File: src/rtl/axi4_lite_instr_loader.sv
// AXI4-Lite slave that loads instruction memory and gates run_pc for the RISC-V core.
// Optional LOADER_READBACK_EN adds a 256x32 shadow RAM so the IMEM window can be read back.
module axi4_lite_instr_loader #(
    parameter int MEM_RST_CYCLES = 4
) (
    input  logic        clk,
    input  logic        reset,
    input  logic [10:0] s_awaddr,
    input  logic        s_awvalid,
    output logic        s_awready,
    input  logic [31:0] s_wdata,
    input  logic [3:0]  s_wstrb,
    input  logic        s_wvalid,
    output logic        s_wready,
    output logic [1:0]  s_bresp,
    output logic        s_bvalid,
    input  logic        s_bready,
    input  logic [10:0] s_araddr,
    input  logic        s_arvalid,
    output logic        s_arready,
    output logic [31:0] s_rdata,
    output logic [1:0]  s_rresp,
    output logic        s_rvalid,
    input  logic        s_rready,
    output logic        instruction_write,
    output logic [31:0] instruction_data,
    output logic [7:0]  instruction_addr,
    output logic        run_pc,
    output logic        mem_reset_n
);

    typedef enum logic { W_IDLE, W_RESP } w_state_t;
    typedef enum logic { R_IDLE, R_DATA } r_state_t;

    localparam logic [1:0] RESP_OKAY   = 2'b00;
    localparam logic [1:0] RESP_SLVERR = 2'b10;
    localparam logic [7:0] REG_CTRL    = 8'h00;
    localparam logic [7:0] REG_STATUS  = 8'h01;
    localparam logic [7:0] REG_LIMIT   = 8'h02;
    localparam logic [7:0] REG_COUNT   = 8'h03;
    localparam logic [7:0] MEMRST_LOAD = 8'(MEM_RST_CYCLES);

    // Every channel transfers on a rising edge where valid and ready are both high;
    // a source holds valid and payload stable until that edge.
    w_state_t    w_state_q, w_state_d;
    logic        aw_done_q, aw_done_d;
    logic [8:0]  awaddr_q,  awaddr_d;
    logic        w_done_q,  w_done_d;
    logic [31:0] wdata_q,   wdata_d;
    logic [3:0]  wstrb_q,   wstrb_d;
    logic        awready_q, awready_d;
    logic        wready_q,  wready_d;
    logic        bvalid_q,  bvalid_d;
    logic [1:0]  bresp_q,   bresp_d;

    r_state_t    r_state_q, r_state_d;
    logic        arready_q, arready_d;
    logic        rvalid_q,  rvalid_d;
    logic [31:0] rdata_q,   rdata_d;
    logic [1:0]  rresp_q,   rresp_d;

    logic        imem_wr_q,   imem_wr_d;
    logic [31:0] imem_data_q, imem_data_d;
    logic [7:0]  imem_addr_q, imem_addr_d;

    logic        running_q,   running_d;
    logic        done_q,      done_d;
    logic [31:0] limit_q,     limit_d;
    logic [31:0] run_limit_q, run_limit_d;
    logic [31:0] count_q,     count_d;
    logic [7:0]  memrst_cnt_q, memrst_cnt_d;
    logic        mem_reset_n_q, mem_reset_n_d;

    logic        aw_hs, w_hs;
    logic [8:0]  wr_addr;
    logic [31:0] wr_data;
    logic [3:0]  wr_strb;
    logic        memrst_busy;

    logic        unused_addr_bits;
    assign unused_addr_bits = ^{s_awaddr[1:0], s_araddr[1:0]};

`ifdef LOADER_READBACK_EN
    logic [31:0] shadow_mem [256];

    // Contents deliberately survive reset; only successful IMEM writes update it.
    always_ff @(posedge clk) begin
        if (!reset && imem_wr_d) begin
            shadow_mem[imem_addr_d] <= imem_data_d;
        end
    end
`endif

    assign memrst_busy = (memrst_cnt_q != 8'd0);

    always_comb begin
        w_state_d    = w_state_q;
        aw_done_d    = aw_done_q;
        awaddr_d     = awaddr_q;
        w_done_d     = w_done_q;
        wdata_d      = wdata_q;
        wstrb_d      = wstrb_q;
        bvalid_d     = bvalid_q;
        bresp_d      = bresp_q;
        imem_wr_d    = 1'b0;
        imem_data_d  = imem_data_q;
        imem_addr_d  = imem_addr_q;
        running_d    = running_q;
        done_d       = done_q;
        limit_d      = limit_q;
        run_limit_d  = run_limit_q;
        count_d      = count_q;
        memrst_cnt_d = memrst_cnt_q;

        aw_hs   = s_awvalid && awready_q;
        w_hs    = s_wvalid && wready_q;
        wr_addr = aw_done_q ? awaddr_q : s_awaddr[10:2];
        wr_data = w_done_q ? wdata_q : s_wdata;
        wr_strb = w_done_q ? wstrb_q : s_wstrb;

        // count_q equals the number of run_pc cycles since START, so it doubles as the limit counter.
        if (running_q) begin
            count_d = count_q + 32'd1;
            if (run_limit_q != 32'd0 && count_d == run_limit_q) begin
                running_d = 1'b0;
                done_d    = 1'b1;
            end
        end
        if (memrst_busy) begin
            memrst_cnt_d = memrst_cnt_q - 8'd1;
        end

        case (w_state_q)
            W_IDLE: begin
                if (aw_hs) begin
                    aw_done_d = 1'b1;
                    awaddr_d  = s_awaddr[10:2];
                end
                if (w_hs) begin
                    w_done_d = 1'b1;
                    wdata_d  = s_wdata;
                    wstrb_d  = s_wstrb;
                end
                if ((aw_done_q || aw_hs) && (w_done_q || w_hs)) begin
                    aw_done_d = 1'b0;
                    w_done_d  = 1'b0;
                    w_state_d = W_RESP;
                    bvalid_d  = 1'b1;
                    bresp_d   = RESP_OKAY;
                    if (wr_strb != 4'hF) begin
                        bresp_d = RESP_SLVERR;
                    end else if (!wr_addr[8]) begin
                        if (running_q) begin
                            bresp_d = RESP_SLVERR;
                        end else begin
                            imem_wr_d   = 1'b1;
                            imem_data_d = wr_data;
                            imem_addr_d = wr_addr[7:0];
                        end
                    end else begin
                        case (wr_addr[7:0])
                            REG_CTRL: begin
                                if (wr_data[1]) begin
                                    running_d = 1'b0;
                                end else if (wr_data[0] && !running_q && !memrst_busy) begin
                                    count_d     = 32'd0;
                                    done_d      = 1'b0;
                                    running_d   = 1'b1;
                                    run_limit_d = limit_q;
                                end
                                if (wr_data[2] && !running_q && !memrst_busy) begin
                                    memrst_cnt_d = MEMRST_LOAD;
                                end
                            end
                            REG_LIMIT: limit_d = wr_data;
                            default:   bresp_d = RESP_SLVERR;
                        endcase
                    end
                end
            end
            W_RESP: begin
                if (s_bready) begin
                    bvalid_d  = 1'b0;
                    w_state_d = W_IDLE;
                end
            end
            default: w_state_d = W_IDLE;
        endcase

        awready_d     = (w_state_d == W_IDLE) && !aw_done_d;
        wready_d      = (w_state_d == W_IDLE) && !w_done_d;
        mem_reset_n_d = (memrst_cnt_d == 8'd0);
    end

    always_comb begin
        r_state_d = r_state_q;
        rvalid_d  = rvalid_q;
        rdata_d   = rdata_q;
        rresp_d   = rresp_q;

        case (r_state_q)
            R_IDLE: begin
                if (s_arvalid && arready_q) begin
                    r_state_d = R_DATA;
                    rvalid_d  = 1'b1;
                    rdata_d   = 32'd0;
                    rresp_d   = RESP_OKAY;
                    if (!s_araddr[10]) begin
`ifdef LOADER_READBACK_EN
                        rdata_d = shadow_mem[s_araddr[9:2]];
`else
                        rresp_d = RESP_SLVERR;
`endif
                    end else begin
                        case (s_araddr[9:2])
                            REG_CTRL:   rdata_d = 32'd0;
                            REG_STATUS: rdata_d = {29'd0, memrst_busy, done_q, running_q};
                            REG_LIMIT:  rdata_d = limit_q;
                            REG_COUNT:  rdata_d = count_q;
                            default:    rresp_d = RESP_SLVERR;
                        endcase
                    end
                end
            end
            R_DATA: begin
                if (s_rready) begin
                    r_state_d = R_IDLE;
                    rvalid_d  = 1'b0;
                end
            end
            default: r_state_d = R_IDLE;
        endcase

        arready_d = (r_state_d == R_IDLE);
    end

    always_ff @(posedge clk) begin
        if (reset) begin
            w_state_q     <= W_IDLE;
            aw_done_q     <= 1'b0;
            awaddr_q      <= 9'd0;
            w_done_q      <= 1'b0;
            wdata_q       <= 32'd0;
            wstrb_q       <= 4'd0;
            awready_q     <= 1'b0;
            wready_q      <= 1'b0;
            bvalid_q      <= 1'b0;
            bresp_q       <= 2'b00;
            r_state_q     <= R_IDLE;
            arready_q     <= 1'b0;
            rvalid_q      <= 1'b0;
            rdata_q       <= 32'd0;
            rresp_q       <= 2'b00;
            imem_wr_q     <= 1'b0;
            imem_data_q   <= 32'd0;
            imem_addr_q   <= 8'd0;
            running_q     <= 1'b0;
            done_q        <= 1'b0;
            limit_q       <= 32'd0;
            run_limit_q   <= 32'd0;
            count_q       <= 32'd0;
            memrst_cnt_q  <= 8'd0;
            mem_reset_n_q <= 1'b1;
        end else begin
            w_state_q     <= w_state_d;
            aw_done_q     <= aw_done_d;
            awaddr_q      <= awaddr_d;
            w_done_q      <= w_done_d;
            wdata_q       <= wdata_d;
            wstrb_q       <= wstrb_d;
            awready_q     <= awready_d;
            wready_q      <= wready_d;
            bvalid_q      <= bvalid_d;
            bresp_q       <= bresp_d;
            r_state_q     <= r_state_d;
            arready_q     <= arready_d;
            rvalid_q      <= rvalid_d;
            rdata_q       <= rdata_d;
            rresp_q       <= rresp_d;
            imem_wr_q     <= imem_wr_d;
            imem_data_q   <= imem_data_d;
            imem_addr_q   <= imem_addr_d;
            running_q     <= running_d;
            done_q        <= done_d;
            limit_q       <= limit_d;
            run_limit_q   <= run_limit_d;
            count_q       <= count_d;
            memrst_cnt_q  <= memrst_cnt_d;
            mem_reset_n_q <= mem_reset_n_d;
        end
    end

    assign s_awready         = awready_q;
    assign s_wready          = wready_q;
    assign s_bvalid          = bvalid_q;
    assign s_bresp           = bresp_q;
    assign s_arready         = arready_q;
    assign s_rvalid          = rvalid_q;
    assign s_rdata           = rdata_q;
    assign s_rresp           = rresp_q;
    assign instruction_write = imem_wr_q;
    assign instruction_data  = imem_data_q;
    assign instruction_addr  = imem_addr_q;
    assign run_pc            = running_q;
    assign mem_reset_n       = mem_reset_n_q;

endmodule

File: config.mk
export PLATFORM = sky130hd
export DESIGN_NAME = axi4_lite_instr_loader
export DESIGN_NICKNAME = d
export VERILOG_FILES = /design/src/rtl/axi4_lite_instr_loader.sv
export SDC_FILE = /design/constraint.sdc
export NUM_CORES = 1
export LEC_CHECK = 0
export CAP_MARGIN = 20
export CORE_UTILIZATION = 55
export DETAILED_ROUTE_END_ITERATION = 16
export PLACE_DENSITY_LB_ADDON = 0.25
export SYNTH_ARGS = -nofsm -noshare
export SYNTH_HDL_FRONTEND = slang
export SYNTH_SLANG_ARGS = --single-unit
File: constraint.sdc
create_clock -name clk -period 3.7 [get_ports clk]
set_input_delay 1.11 -clock clk [delete_from_list [all_inputs] [get_ports clk]]
set_output_delay 1.11 -clock clk [all_outputs]
set_load 0.1 [all_outputs]
==> Word-level counts from Yosys, hierarchy flattened <==
Index checks and enable logic that the tools add are counted.
{ "totals": {"register_bits": 238, "in_bits": 65, "output_inout_bits": 84} }
{ "op_classes": {"muxes": 63, "bitwise": 9, "n_addsub": 2, "n_reduce_logical": 34, "n_eq_ne": 10} }
{ "ops": {"columns": ["cell", "n"], "rows": [
  ["$mux W32", 10],
  ["$pmux W32 S3", 1],
  ["$mux W8", 7],
  ["$mux W1", 33],
  ["$add A32 B1 Y32 const B", 1],
  ["$eq A32 B32 Y1", 1],
  ["$reduce_bool A32 Y1", 1],
  ["$eq A8 B2 Y1 const B", 3],
  ["$logic_not A8 Y1", 3],
  ["$mux W2", 6],
  ["$reduce_and A2 Y1", 6],
  ["$logic_and A1 B1 Y1", 11],
  ["$reduce_and A5 Y1", 2],
  ["$mux W9", 1],
  ["$not A1 Y1", 9],
  ["$eq A8 B1 Y1 const B", 1],
  ["$ne A2 B2 Y1 const B", 4],
  ["$pmux W1 S2", 4],
  ["$reduce_bool A8 Y1", 1],
  ["$sub A8 B1 Y8 const B", 1],
  ["$reduce_and A7 Y1", 1],
  ["$reduce_or A5 Y1", 1],
  ["$logic_not A1 Y1", 4],
  ["$mux W4", 1],
  ["other kinds (4)", 5]
]} }

==> Logic depth before layout (Yosys ltp) <==
Gate-level depths: netlist (run 1).
{ "depth": {"depth_word": 12, "ltp_mapped": 11, "depth_no_buf": 9} }

==> Least setup slack after synthesis (run 1) <==
Ideal clock, no wire load.
{ "synth_timing": {"kind": "input to register", "startpoint": "in s_awaddr[6]", "endpoint": "reg run_limit_q[10]", "t_required_ns": 3.572, "cell_stages": 9, "arrival_time_ns": 2.989, "path_slack_ns": 0.584, "setup_time_ns": 0.128, "n_path_buf": 2, "path_cell_list": "or4_1 nor3_1 o2111ai_1 nor3_1 nand3b_1 buf_2 buf_1 mux2i_1 nor2_1"} }
{ "synth_between": {"elab_chain_cells": 3} }
{ "synth_rtl": {"columns": ["element", "line", "source"], "rows": [
  ["from (decl)", "8", "input logic [10:0] s_awaddr,"],
  ["$mux W9", "117", "wr_addr = aw_done_q ? awaddr_q : s_awaddr[10:2];"],
  ["$logic_not A8 Y1", "161", "case (wr_addr[7:0])"],
  ["$reduce_and A7 Y1 (no source line)", null, null],
  ["to (signal assigned)", "286", "run_limit_q <= run_limit_d;"],
  ["to (decl)", "69", "logic [31:0] run_limit_q, run_limit_d;"]
]} }
No other way between the ends.
A chain may end at the register's enable or synchronous reset.

==> Final worst setup path (run 1) <==
{ "layout_timing": {"startpoint": "in s_awaddr[7]", "endpoint": "reg run_limit_q[28]"} }
Same word-level chain as after synthesis.

==> results of run 1 <==
[worst max path at each step]
stage	startpoint	endpoint	slack, ps	cells after the start
3_5_place_dp	s_awaddr[7]	count_q[17]$_SDFF_PP0_	-50	10
5_1_grt	s_awaddr[7]	run_limit_q[10]$_SDFFE_PP0P_	300	10
6_report	s_awaddr[7]	run_limit_q[28]$_SDFFE_PP0P_	440	10
4_1_cts	s_awaddr[7]	count_q[17]$_SDFF_PP0_	480	10
2_1_floorplan	s_awaddr[6]	run_limit_q[10]$_SDFFE_PP0P_	580	9
3_3_place_gp	s_awaddr[6]	done_q$_SDFF_PP0_	20	9
[cell type report]
class | count | area share
multi-input combinational | 886 | 0.420
clock inverter | 13 | 0.0141
sequential | 236 | 0.367
inverter | 8 | 0.00233
clock buffer | 31 | 0.0518
timing repair buffer | 173 | 0.122
tap | 234 | 0.0227
[per-stage QoR]
stage           util  TNS [ps]  cells  worst slack (ps)
2_1_floorplan      -         0   1235               584
3_3_place_gp   0.641         0   1537              17.7
3_5_place_dp   0.641     -1250   1537             -52.4
4_1_cts        0.687         0   1581               478
5_1_grt        0.687         0   1581               301
6_report       0.687         0   1581               444
[cell usage in the layout, fill, tap and decap left out, types with 5 or more instances in the layout]
cell             count
dfxtp_1            235
nor2_1             216
nand2_1            130
buf_4              103
mux2i_1             75
a211oi_1            75
clkdlybuf4s50_1     59
a21oi_1             58
xnor2_1             48
a22oi_1             33
a22o_1              32
xor2_1              30
nor3_1              27
clkbuf_16           25
nand4_1             21
nor4_1              20
nand3_1             17
and3_1              12
buf_12              10
o21ai_0              9
inv_1                8
nor2b_1              7
o2111ai_1            5
nand2b_1             5
and4_1               5
[flip-flops by register name, indices dropped and copies added, names as in the netlist, 4 cells and up]
signal            cells
limit_q              32
s_rdata              32
wstrb_q               4
count_q              32
instruction_data     32
memrst_cnt_q          8
wdata_q              32
run_limit_q          32
instruction_addr      8
awaddr_q              9
[per-layer routing]
layer | part of all wire | track usage | vias up
met1 | 0.46 | 0.378 | 4312
met3 | 0.068 | 0.0564 | 49
met2 | 0.45 | 0.419 | 289
met4 | 0.019 | 0.0675 | 0
met5 | 0 | 0 | -
li1 | - | - | 4533
[cell families (layout without fill, tap and decap cells)]
kind of cell | Yosys count | after routing
AND/OR/NAND/NOR | 492 | 492
AO/OA/AOI/OAI | 234 | 234
flip-flops | 236 | 236
multiplexers | 77 | 77
other | 1 | 2
XOR/XNOR | 78 | 78
adder cells (fa/ha/maj) | 3 | 3
buffers and inverters | 113 | 225
[report_power, final]
group          leakage [µW]  total, µW  internal (µW)  switching (µW)
clock              0.000412       2570           1560            1010
sequential          0.00191       2700           2620            80.9
combinational       0.00253        747            290             458
total               0.00485       6020           4470            1550
[critical path, stage by stage]
cell,delay (ps)
clkdlybuf4s50_1,430
or4_1,510
nor3_1,320
o2111ai_1,230
nor3_1,310
nand3b_1,130
buf_4,180
buf_12,160
mux2i_1,180
nor2_1,60
==> out/qor.csv, run 1 <==
metric,value,unit
Synth Area in Compound Gates,0.157,
Antenna Nets Post-Route,0,
Die Ht,141,µm
Synth Area in XOR/XNOR,0.0645,
CTS buffer count,25,
sequential area share after synthesis,0.446,
top-area cell type share of the netlist area,0.446,
Slew @ Worst Pin,819,ps
Post-synth EDFFs,0,
largest family of logic cells by synthesized area,simple AND/OR/NAND/NOR gates,
min-delay src,wdata_q[23]$_SDFFE_PP0P_,
Synth Area in Adders,0.00354,
DPL Wire Length,18.6,mm
flip-flop and latch count after synthesis,236,
Total Routed Length,26.9,mm
reg2reg end,run_pc$_SDFF_PP0_,
pin count of the biggest net entering global routing,92,
slew margin rel.,0.449,
clock latency on the worst-skew pair,510,ps
post-synth top area cell,dfxtp_1,
Synth area leaders,"dfxtp_1 45%, nor2_1 7.7%, mux2i_1 7.1%",
die area,19800,µm²
initial drt markers,677,
Hold Slack,453,ps
initial antenna violation count,0,
Vias/cell,5.81,
leak pwr,0.00485,µW
asr flop ratio synth,0,
flop-to-flop setup slack,610,ps
CP Class,in -> reg,
dpl cell area,12000,µm²
endpoints failing setup,0,
CTS H-Tree Depth,1,
vias in the first global route,8447,
Worst Skew,9.33,ps
worst reg-to-reg path cell count,8,
min cycle time layout,3260,ps
post-CTS setup buffers,0,
register area,4730,µm²
grt total ovfl,0,
Max-cap violations,0,
crit path max fanout,15,
clock slew at reported path FFs,60,ps
DIE WIDTH,141,µm
post-CTS resize count,0,
GRT Total Usage,0.269,
GP Congestion,0.945,
Hold Crit Depth,2,
Syn-to-layout area delta,21.6,%
CTS Hold Bufs,0,
Mapped Area,10600,µm²
DR pass1 iterations,6,
worst min path class,reg -> reg,
hold endpoint,wdata_q[23]$_SDFFE_PP0P_,
post-synthesis cell type count,60,
Final Power,6020,µW
RR Startpoint,count_q[0]$_SDFF_PP0_,
wire length per cell,17.0,µm
Initial Utilization,0.565,
Post-synth top cells,"236 x dfxtp_1, 218 x nor2_1, 130 x nand2_1",
outcome,"finished, final reports clean",
Worst setup EP type,register,
DR DRC count,0,
top-count cell post-synth,dfxtp_1,
proportion of synthesized area in mux cells,0.0730,
final slew viol count,0,
Power per Cell Area,467,nW/µm²
CTS tree,done,
fill cell count,1469,
Core ar.,18800,µm²
Final period util,0.880,
I/O pin count,149,
port buffer count,142,
Final Cell Area,12900,µm²
Worst Setup Start Kind,primary input,
f_max,307,MHz
row count,50,
total number of vias,9183,
RSZ-0062 raised after global routing,false,
Required @ worst endpoint,4090,ps
n_diodes,0,
first-pass GRT wire length,43.5,mm
Main synth FF type,dfxtp_1,
Gate Count Post-Synth,1234,
Worst VDD drop,0.000406,V
Mapped Avg Cell Area,8.59,µm²
CP arrival,3640,ps
Clock Root Buffer,clkbuf_16,
nets,1398,
Yosys warning count,0,
multi-input combinational cell area,5410,µm²
Sink Count,236,
Max Buffers Root-to-Sink,3,
layout cells sized above 1,0.128,
simple-gate share of the synthesized area,0.211,
Final Hold Viols,0,
Note: power is estimated with default switching activity, not from simulation.
==> inputs of run 2 (changes only) <==
--- a/config.mk
+++ b/config.mk
@@ -7,6 +7,7 @@
 export LEC_CHECK = 0
 export CAP_MARGIN = 20
 export CORE_UTILIZATION = 55
+export CTS_CLUSTER_DIAMETER = 200
 export DETAILED_ROUTE_END_ITERATION = 16
 export PLACE_DENSITY_LB_ADDON = 0.25
 export SYNTH_ARGS = -nofsm -noshare
==> results of run 2 <==
No change in the layout: final DEF, timing and power equal those of run 1.
